### src/rtl/approx_mult_err_monitor.sv
// approx_mult_err_monitor
// Scores an approximate unsigned WIDTH x WIDTH multiplier by streaming
// (x, y, z_approx) samples through a two-stage pipeline. It accumulates the
// sample count, the erroneous-sample count, the saturating sum of error
// distance and the maximum error distance.
// Optional feature: define ERR_BIAS_EN to add the signed bias_sum output.
// bias_sum is a symmetric-saturating sum of (z_approx - x*y).
module approx_mult_err_monitor #(
    parameter int unsigned WIDTH = 8,
    parameter int unsigned CNT_W = 17,
    parameter int unsigned ACC_W = 32
) (
    input  logic                 clk,
    input  logic                 rst,
    input  logic                 clear,
    input  logic                 in_valid,
    output logic                 in_ready,
    input  logic                 in_last,
    input  logic [WIDTH-1:0]     x,
    input  logic [WIDTH-1:0]     y,
    input  logic [2*WIDTH-1:0]   z_approx,
    output logic [CNT_W-1:0]     sample_cnt,
    output logic [CNT_W-1:0]     err_cnt,
    output logic [ACC_W-1:0]     sum_ed,
    output logic [2*WIDTH-1:0]   max_ed,
    output logic                 stats_valid
`ifdef ERR_BIAS_EN
    ,
    output logic signed [ACC_W:0] bias_sum
`endif
);

    localparam int unsigned PW    = 2 * WIDTH;
    // Wide enough to hold sum_ed + ED without overflow, even when ACC_W < PW
    localparam int unsigned SUM_W = ((ACC_W > PW) ? ACC_W : PW) + 1;
    localparam logic [SUM_W-1:0] SUM_CAP = {{(SUM_W-ACC_W){1'b0}}, {ACC_W{1'b1}}};

    typedef enum logic [1:0] {IDLE, RUN, DRAIN, DONE} state_t;

    state_t          state;
    state_t          state_next;
    logic            drain_cnt;
    logic            drain_cnt_next;
    logic            accept;

    logic            s1_valid;
    logic [PW-1:0]   s1_exact;
    logic [PW-1:0]   s1_z;
    logic [PW-1:0]   ed_c;

    logic            s2_valid;
    logic [PW-1:0]   s2_ed;

    logic [SUM_W-1:0] sum_ext;
    logic [ACC_W-1:0] sum_next;
    logic [CNT_W-1:0] cnt_next;
    logic [CNT_W-1:0] err_next;
    logic [PW-1:0]    max_next;

`ifdef ERR_BIAS_EN
    localparam int unsigned BW = (((ACC_W + 1) > (PW + 1)) ? (ACC_W + 1) : (PW + 1)) + 1;
    localparam logic signed [BW-1:0] BIAS_CAP   = {{(BW-ACC_W){1'b0}}, {ACC_W{1'b1}}};
    localparam logic signed [BW-1:0] BIAS_FLOOR = -BIAS_CAP;

    logic signed [PW:0]    diff_c;
    logic signed [PW:0]    s2_diff;
    logic signed [BW-1:0]  bias_ext;
    logic signed [ACC_W:0] bias_next;
`endif

    // Control FSM: state register
    always_ff @(posedge clk) begin
        if (rst) begin
            state     <= IDLE;
            drain_cnt <= 1'b0;
        end else begin
            state     <= state_next;
            drain_cnt <= drain_cnt_next;
        end
    end

    // Control FSM: next state, handshake and status decode; clear overrides all states
    always_comb begin
        state_next     = state;
        drain_cnt_next = drain_cnt;
        in_ready       = 1'b0;
        stats_valid    = 1'b0;
        accept         = 1'b0;
        unique case (state)
            IDLE: ;
            RUN: begin
                in_ready = 1'b1;
                if (in_valid && in_last) begin
                    state_next     = DRAIN;
                    drain_cnt_next = 1'b0;
                end
            end
            DRAIN: begin
                if (drain_cnt) begin
                    state_next = DONE;
                end else begin
                    drain_cnt_next = 1'b1;
                end
            end
            DONE: stats_valid = 1'b1;
        endcase
        accept = in_ready && in_valid && !clear;
        if (clear) begin
            state_next     = RUN;
            drain_cnt_next = 1'b0;
        end
    end

    // Stage 1: register exact product and approximate product
    always_ff @(posedge clk) begin
        if (rst || clear) begin
            s1_valid <= 1'b0;
        end else begin
            s1_valid <= accept;
        end
        if (accept) begin
            s1_exact <= PW'(x) * PW'(y);
            s1_z     <= z_approx;
        end
    end

    // Stage 2 arithmetic: unsigned error distance (and signed difference)
    always_comb begin
        if (s1_z >= s1_exact) begin
            ed_c = s1_z - s1_exact;
        end else begin
            ed_c = s1_exact - s1_z;
        end
`ifdef ERR_BIAS_EN
        diff_c = $signed({1'b0, s1_z}) - $signed({1'b0, s1_exact});
`endif
    end

    // Stage 2: register error distance
    always_ff @(posedge clk) begin
        if (rst || clear) begin
            s2_valid <= 1'b0;
        end else begin
            s2_valid <= s1_valid;
        end
        if (s1_valid) begin
            s2_ed <= ed_c;
`ifdef ERR_BIAS_EN
            s2_diff <= diff_c;
`endif
        end
    end

    // Saturating next values of the statistics
    always_comb begin
        sum_ext  = SUM_W'(sum_ed) + SUM_W'(s2_ed);
        sum_next = (sum_ext > SUM_CAP) ? {ACC_W{1'b1}} : sum_ext[ACC_W-1:0];
        cnt_next = (sample_cnt == '1) ? sample_cnt : sample_cnt + CNT_W'(1);
        err_next = ((s2_ed != '0) && (err_cnt != '1)) ? err_cnt + CNT_W'(1) : err_cnt;
        max_next = (s2_ed > max_ed) ? s2_ed : max_ed;
`ifdef ERR_BIAS_EN
        bias_ext = BW'(bias_sum) + BW'(s2_diff);
        if (bias_ext > BIAS_CAP) begin
            bias_next = BIAS_CAP[ACC_W:0];
        end else if (bias_ext < BIAS_FLOOR) begin
            bias_next = BIAS_FLOOR[ACC_W:0];
        end else begin
            bias_next = bias_ext[ACC_W:0];
        end
`endif
    end

    // Statistics registers: zeroed by reset or clear, updated per stage-2 sample
    always_ff @(posedge clk) begin
        if (rst || clear) begin
            sample_cnt <= '0;
            err_cnt    <= '0;
            sum_ed     <= '0;
            max_ed     <= '0;
`ifdef ERR_BIAS_EN
            bias_sum   <= '0;
`endif
        end else if (s2_valid) begin
            sample_cnt <= cnt_next;
            err_cnt    <= err_next;
            sum_ed     <= sum_next;
            max_ed     <= max_next;
`ifdef ERR_BIAS_EN
            bias_sum   <= bias_next;
`endif
        end
    end

endmodule

### config.mk
export PLATFORM = sky130hd
export DESIGN_NAME = approx_mult_err_monitor
export DESIGN_NICKNAME = d
export VERILOG_FILES = /design/src/rtl/approx_mult_err_monitor.sv
export SDC_FILE = /design/constraint.sdc
export NUM_CORES = 1
export LEC_CHECK = 0
export CAP_MARGIN = 15
export CORE_UTILIZATION = 52
export CTS_CLUSTER_DIAMETER = 100
export CTS_CLUSTER_SIZE = 40
export DETAILED_ROUTE_END_ITERATION = 7
export GPL_ROUTABILITY_DRIVEN = 0
export GPL_TIMING_DRIVEN = 1
export PLACE_DENSITY = 0.75
export SYNTH_ARGS = -nofsm -noshare
export SYNTH_HDL_FRONTEND = slang
export SYNTH_SLANG_ARGS = --single-unit
### constraint.sdc
create_clock -name clk -period 9.6 [get_ports clk]
set_clock_uncertainty 0.05 [all_clocks]
set_input_delay 1.44 -clock clk [delete_from_list [all_inputs] [get_ports clk]]
set_output_delay 1.44 -clock clk [all_outputs]
set_load 0.005 [all_outputs]
# Yosys cells after proc, flatten, opt, wreduce, memory -nomap -nowiden

Cells that the tools add are included.
W data, S select, Z words.

Register bits after elaboration: 135
Output and inout port bits: 84

Equality and inequality tests: 9
Add/subtract/negate cells: 5
Multipliers: 1
$lt $le $gt $ge: 3
Bitwise logic cells: 1
Muxes and demuxes: 10
Reductions and logical operators: 16

Operators by type and width:

| cell                    | count |
|---|---|
| $add A17 B1 Y17 const B | 2 |
| $add A32 B16 Y33        | 1 |
| $gt A33 B32 Y1 const B  | 1 |
| $mux W32                | 1 |
| $sub A16 B16 Y16        | 2 |
| $eq A17 B17 Y1 const B  | 1 |
| $ne A17 B17 Y1 const B  | 1 |
| $ge A16 B16 Y1          | 1 |
| $gt A16 B16 Y1          | 1 |
| $mul A8 B8 Y16          | 1 |
| $mux W16                | 1 |
| $reduce_bool A16 Y1     | 1 |
| $reduce_and A2 Y1       | 4 |
| $ne A3 B3 Y1 const B    | 2 |
| $reduce_and A3 Y1       | 2 |
| $eq A2 B2 Y1 const B    | 2 |
| $logic_and A1 B1 Y1     | 4 |
| $mux W1                 | 4 |
| $mux W2                 | 2 |
| $ne A2 B2 Y1 const B    | 2 |
| $pmux W2 S2             | 1 |
| $reduce_bool A3 Y1      | 1 |
| $eq A2 B1 Y1 const B    | 1 |
| $pmux W1 S2             | 1 |
| other kinds (5)         | 5 |

# Longest topological paths before layout

Depth after elaboration: 4
Mapped depth: 17
Mapped depth without buffers: 17

# Worst setup path after synthesis

Ideal clock, no wire load.

Kind: input port to flip-flop
Start: input x[0]
End: register s1_exact[14] (data pin)
Data required time: 9.284 ns
Arrival time: 5.233 ns
Slack: 4.051 ns
Cell stages on the path: 15
Buffers on the path: 0
Setup time: 0.266 ns
Cells stage by stage: nand2_1 -> fa_1 -> fa_1 -> inv_1 -> fa_1 -> inv_1 -> fa_1 -> inv_1 -> ha_1 -> or3_1 -> a41oi_1 -> nor2b_1 -> o21a_1 -> o41ai_1 -> xnor2_1

Word-level cells in the longest chain between the ends: 1

Ends and longest elaborated chain:

| item                 | line | source |
|---|---|---|
| start, declared      | 19   | `input logic [WIDTH-1:0] x,` |
| $mul A8 B8 Y16       | 122  | `s1_exact <= PW'(x) * PW'(y);` |
| end signal, assigned | 122  |  |
| end, declared        | 47   | `logic [PW-1:0] s1_exact;` |

No other way between the ends.
A chain may end at the register's enable or synchronous reset.

# Worst setup path after layout

Ends and elaborated chain as after synthesis.

==> metrics.yaml <==
routing:
  wl_per_cell_um: 14.8
  drt_pass1_iterations: 7
  via_per_inst: 5.53
  vias: 7854
  antenna_left: 0
  drcViolationCount: 11
  drt_wl_total_um: 20900
  drtIter0Drc: 439
sta:
  tns_ns: 0
  post-route-period-util: 0.623
  timing.final.hold_violations: 0
  worst_pin_slew_ns: 1.14
  slew_headroom: 0.239
  setup_viol_count_final: 0
  period_minus_slack_ns: 5.98
  slew_viol_final: 0
  fmax_mhz: 167
  rsz0062_at_grt: "false"
  hold_slack_ns: 0.435
yosys:
  yosysSeqAreaShare: 0.325
  async_flop_share: 0
  synth_area_um2: 9790
  netlist_instances: 1065
  syn_area_per_cell_um2: 9.19
  yosysWarnings: 0
  synth_top_area_frac: 0.178
  synth_top_area_cell: "dfxtp_1"
  synth_edf_count: 48
  synthFlopType: "dfxtp_1"
  synth_fp_nets: 1244
  synth.area.top_cells: "dfxtp_1, edfxtp_1, ha_1, fa_1, inv_1"
  synth_cell_types: 71
  ys_ff_latch: 135
power_and_ir_drop:
  p_seq_frac: 0.354
  p_leak_nw: 4.89
  p_comb_frac: 0.255
  finalPower_mw: 1.79
  power.density_nw_per_um2: 152
  peakVddDrop_mv: 0.104
  power_frac_clock: 0.391
  p_int_mw: 1.29
  p_switching_mw: 0.497
  power_switching_share: 0.278
global_routing:
  grt_pass1_wl_um: 35500
  grt_pass1_vias: 7572
  grt_max_degree: 53
  grt.total_usage: 0.225
  antenna_found_initial: 0
  overflow: 0
run_status:
  violations: "DRC"
  outcome: "finished, violations left"
clocking:
  clkTransAtPathRegs_ns: 0.06
  clk_root_buffer_cell: "clkbuf_16"
  clock_sinks: 135
  cts_setup_buffers: 0
  cts_tree: "built"
  numCtsBuffers: 17
  clock_latency_ns: 0.42
  cts_buffer_depth: 2
  htreeDepth: 4
  cts_hold_buf: 0
  cts_resized: 0
die:
  coreArea_um2: 18200
  die_x_um: 139
  initial_core_util: 0.537
  dieArea_um2: 19400
  die_h_um: 139
  rows: 49
  ios: 121
place:
  place_inst: 1387
  dp_hpwl_um: 16100
  place.port_buffers: 120
critical_path:
  crit_path_cell_trace: "clkdlybuf4s50_1 -> nand2_1 -> fa_1 -> fa_1 -> inv_1 -> fa_1 -> inv_1 -> fa_1 -> inv_1 -> ha_1 -> or3_1 -> a41oi_1 -> nor2b_1 -> o21a_1 -> o41ai_1 -> xnor2_1"
  cp-end-kind: "flip-flop"
  crit_top_cell: "fa_1"
  cp.buffers_inverters: 4
  criticalPathCategory: "primary input to flip-flop"
  worst_ep_required_time_ns: 9.71
  cpLargestDelayFamily: "adder cells"
  setup.worst_path.start_class: "primary input"
  max_stage_delay_ns: 0.61
  cp_slowest_cell: "clkdlybuf4s50_1"
  worst-path-max-fanout: 8
  arrival_ns: 6.09
layout:
  fin_cells: 1419
  syn_to_final_growth_pct: 20.5
  nNetsFinal: 1356
  fillers: 1481
  utilization: 0.648
  drive_above_1_share: 0.0546
  diodes: 0
run:
  max-cap-violations: 0
min_path:
  min_path_type: "flip-flop to flip-flop"
## layout make-up
| class | count | area [µm²] | share of cell area |
|---|---|---|---|
| Tap cell | 229 | 287 | 0.0243 |
| Clock inverter | 9 | 133 | 0.0112 |
| Sequential cell | 135 | 3180 | 0.270 |
| Multi-Input combinational cell | 789 | 6040 | 0.512 |
| Inverter | 111 | 417 | 0.0353 |
| Clock buffer | 23 | 512 | 0.0434 |
| Timing Repair Buffer | 123 | 1220 | 0.104 |
## synthesized netlist by cell type, drive strengths merged, types with 4 or more instances
cell / n
a21o: 20
or2: 8
xnor2: 31
o31a: 5
edfxtp: 48
a211o: 4
nor2: 70
nand4: 12
mux2i: 13
buf: 11
o21ai: 64
nor2b: 14
and3: 18
o31ai: 5
o41ai: 4
o211ai: 5
nand2b: 7
a211oi: 5
nand3: 41
a311oi: 7
or3: 7
clkbuf: 19
xor2: 33
ha: 103
and4: 7
nand2: 58
and2: 61
a21oi: 71
nor3: 22
o21a: 10
nor4: 7
fa: 39
o22ai: 4
a31oi: 7
o21bai: 4
inv: 111
dfxtp: 87
## final timing paths
kind                 start            to  slack [ns]  cells after the start
setup reg to reg   s1_z[8]     s2_ed[13]        6.09                      8
setup / recovery      x[0]  s1_exact[14]        3.62                     16
hold reg to reg   state[0]      state[1]        0.43                      2
hold / removal    state[0]      state[1]        0.43                      2
## cells by family (layout without fill, tap and decap cells)
logic type | count (synthesis) | in the layout | synth area share
muxes | 14 | 14 | 0.0144
DFF | 135 | 135 | 0.325
and+or+nand+nor | 338 | 338 | 0.181
buffers and inverters | 141 | 266 | 0.0579
xor gates and xnor gates | 64 | 64 | 0.0573
adders and majority gates | 142 | 142 | 0.211
AOI/OAI and AO/OA | 231 | 231 | 0.153
## routing by layer
layer / part of all wire / vias up / track usage
li1: - / 3938 / -
met1: 0.44 / 3709 / 0.268
met2: 0.50 / 177 / 0.405
met3: 0.042 / 30 / 0.0473
met4: 0.015 / 0 / 0.0719
met5: 0 / - / 0
## worst register-to-register path: cells and delay by family (launching register included)
kind | cells | cell delay, ns
and+or+nand+nor | 2 | 0.49
xor gates and xnor gates | 1 | 0.09
muxes | 1 | 0.42
AOI/OAI and AO/OA | 3 | 1.38
adders and majority gates | 1 | 0.42
DFF | 1 | 0.40
## power by group through the flow
stage          combinational [mW]  sequential [mW]  clock (mW)
2_1_floorplan               0.357            0.645           0
4_1_cts                     0.460            0.635       0.712
3_3_place_gp                0.439            0.646           0
5_1_grt                     0.519            0.636       0.739
6_report                    0.456            0.635       0.700
3_5_place_dp                0.456            0.647           0
## stage by stage
stage	setup slack [ns]	area [µm²]
floorplan	4.05	9790
global placement	3.27	11200
detailed placement	3.19	11200
CTS	3.64	11800
global route	3.45	11800
finish	3.62	11800
## registers in the layout (all words and copies together) (netlist names)
signal / flops
s1_exact: 16
sample_cnt: 17
s1_valid: 1
s1_z: 16
s2_valid: 1
drain_cnt: 1
max_ed: 16
state: 2
s2_ed: 16
sum_ed: 32
err_cnt: 17
## cells in the final DEF (no fill, tap or decap), types with 3 or more instances in the layout
cell               n
a211oi_1           5
o22ai_1            4
mux2i_1           13
clkbuf_16         20
o41ai_1            3
o31ai_1            4
nor4_1             6
o31a_1             3
clkbuf_1           3
bufinv_16          3
a21oi_1           69
nor2_1            68
xnor2_1           31
or3_1              7
o21bai_1           4
and4_1             6
a31oi_1            5
buf_4              3
a311oi_1           7
a21o_1            20
clkdlybuf4s50_1  120
and3_1            18
dfxtp_1           87
and2_1            61
a211o_1            3
nand3_1           40
or2_2              7
nand2_1           57
nand4_1           12
nand2b_1           7
o21ai_0           61
o21a_1            10
edfxtp_1          48
nor3_1            22
o211ai_1           5
xor2_1            33
fa_1              39
nor2b_1           13
inv_1            111
ha_1             103
(Power assumes the default switching activity.)
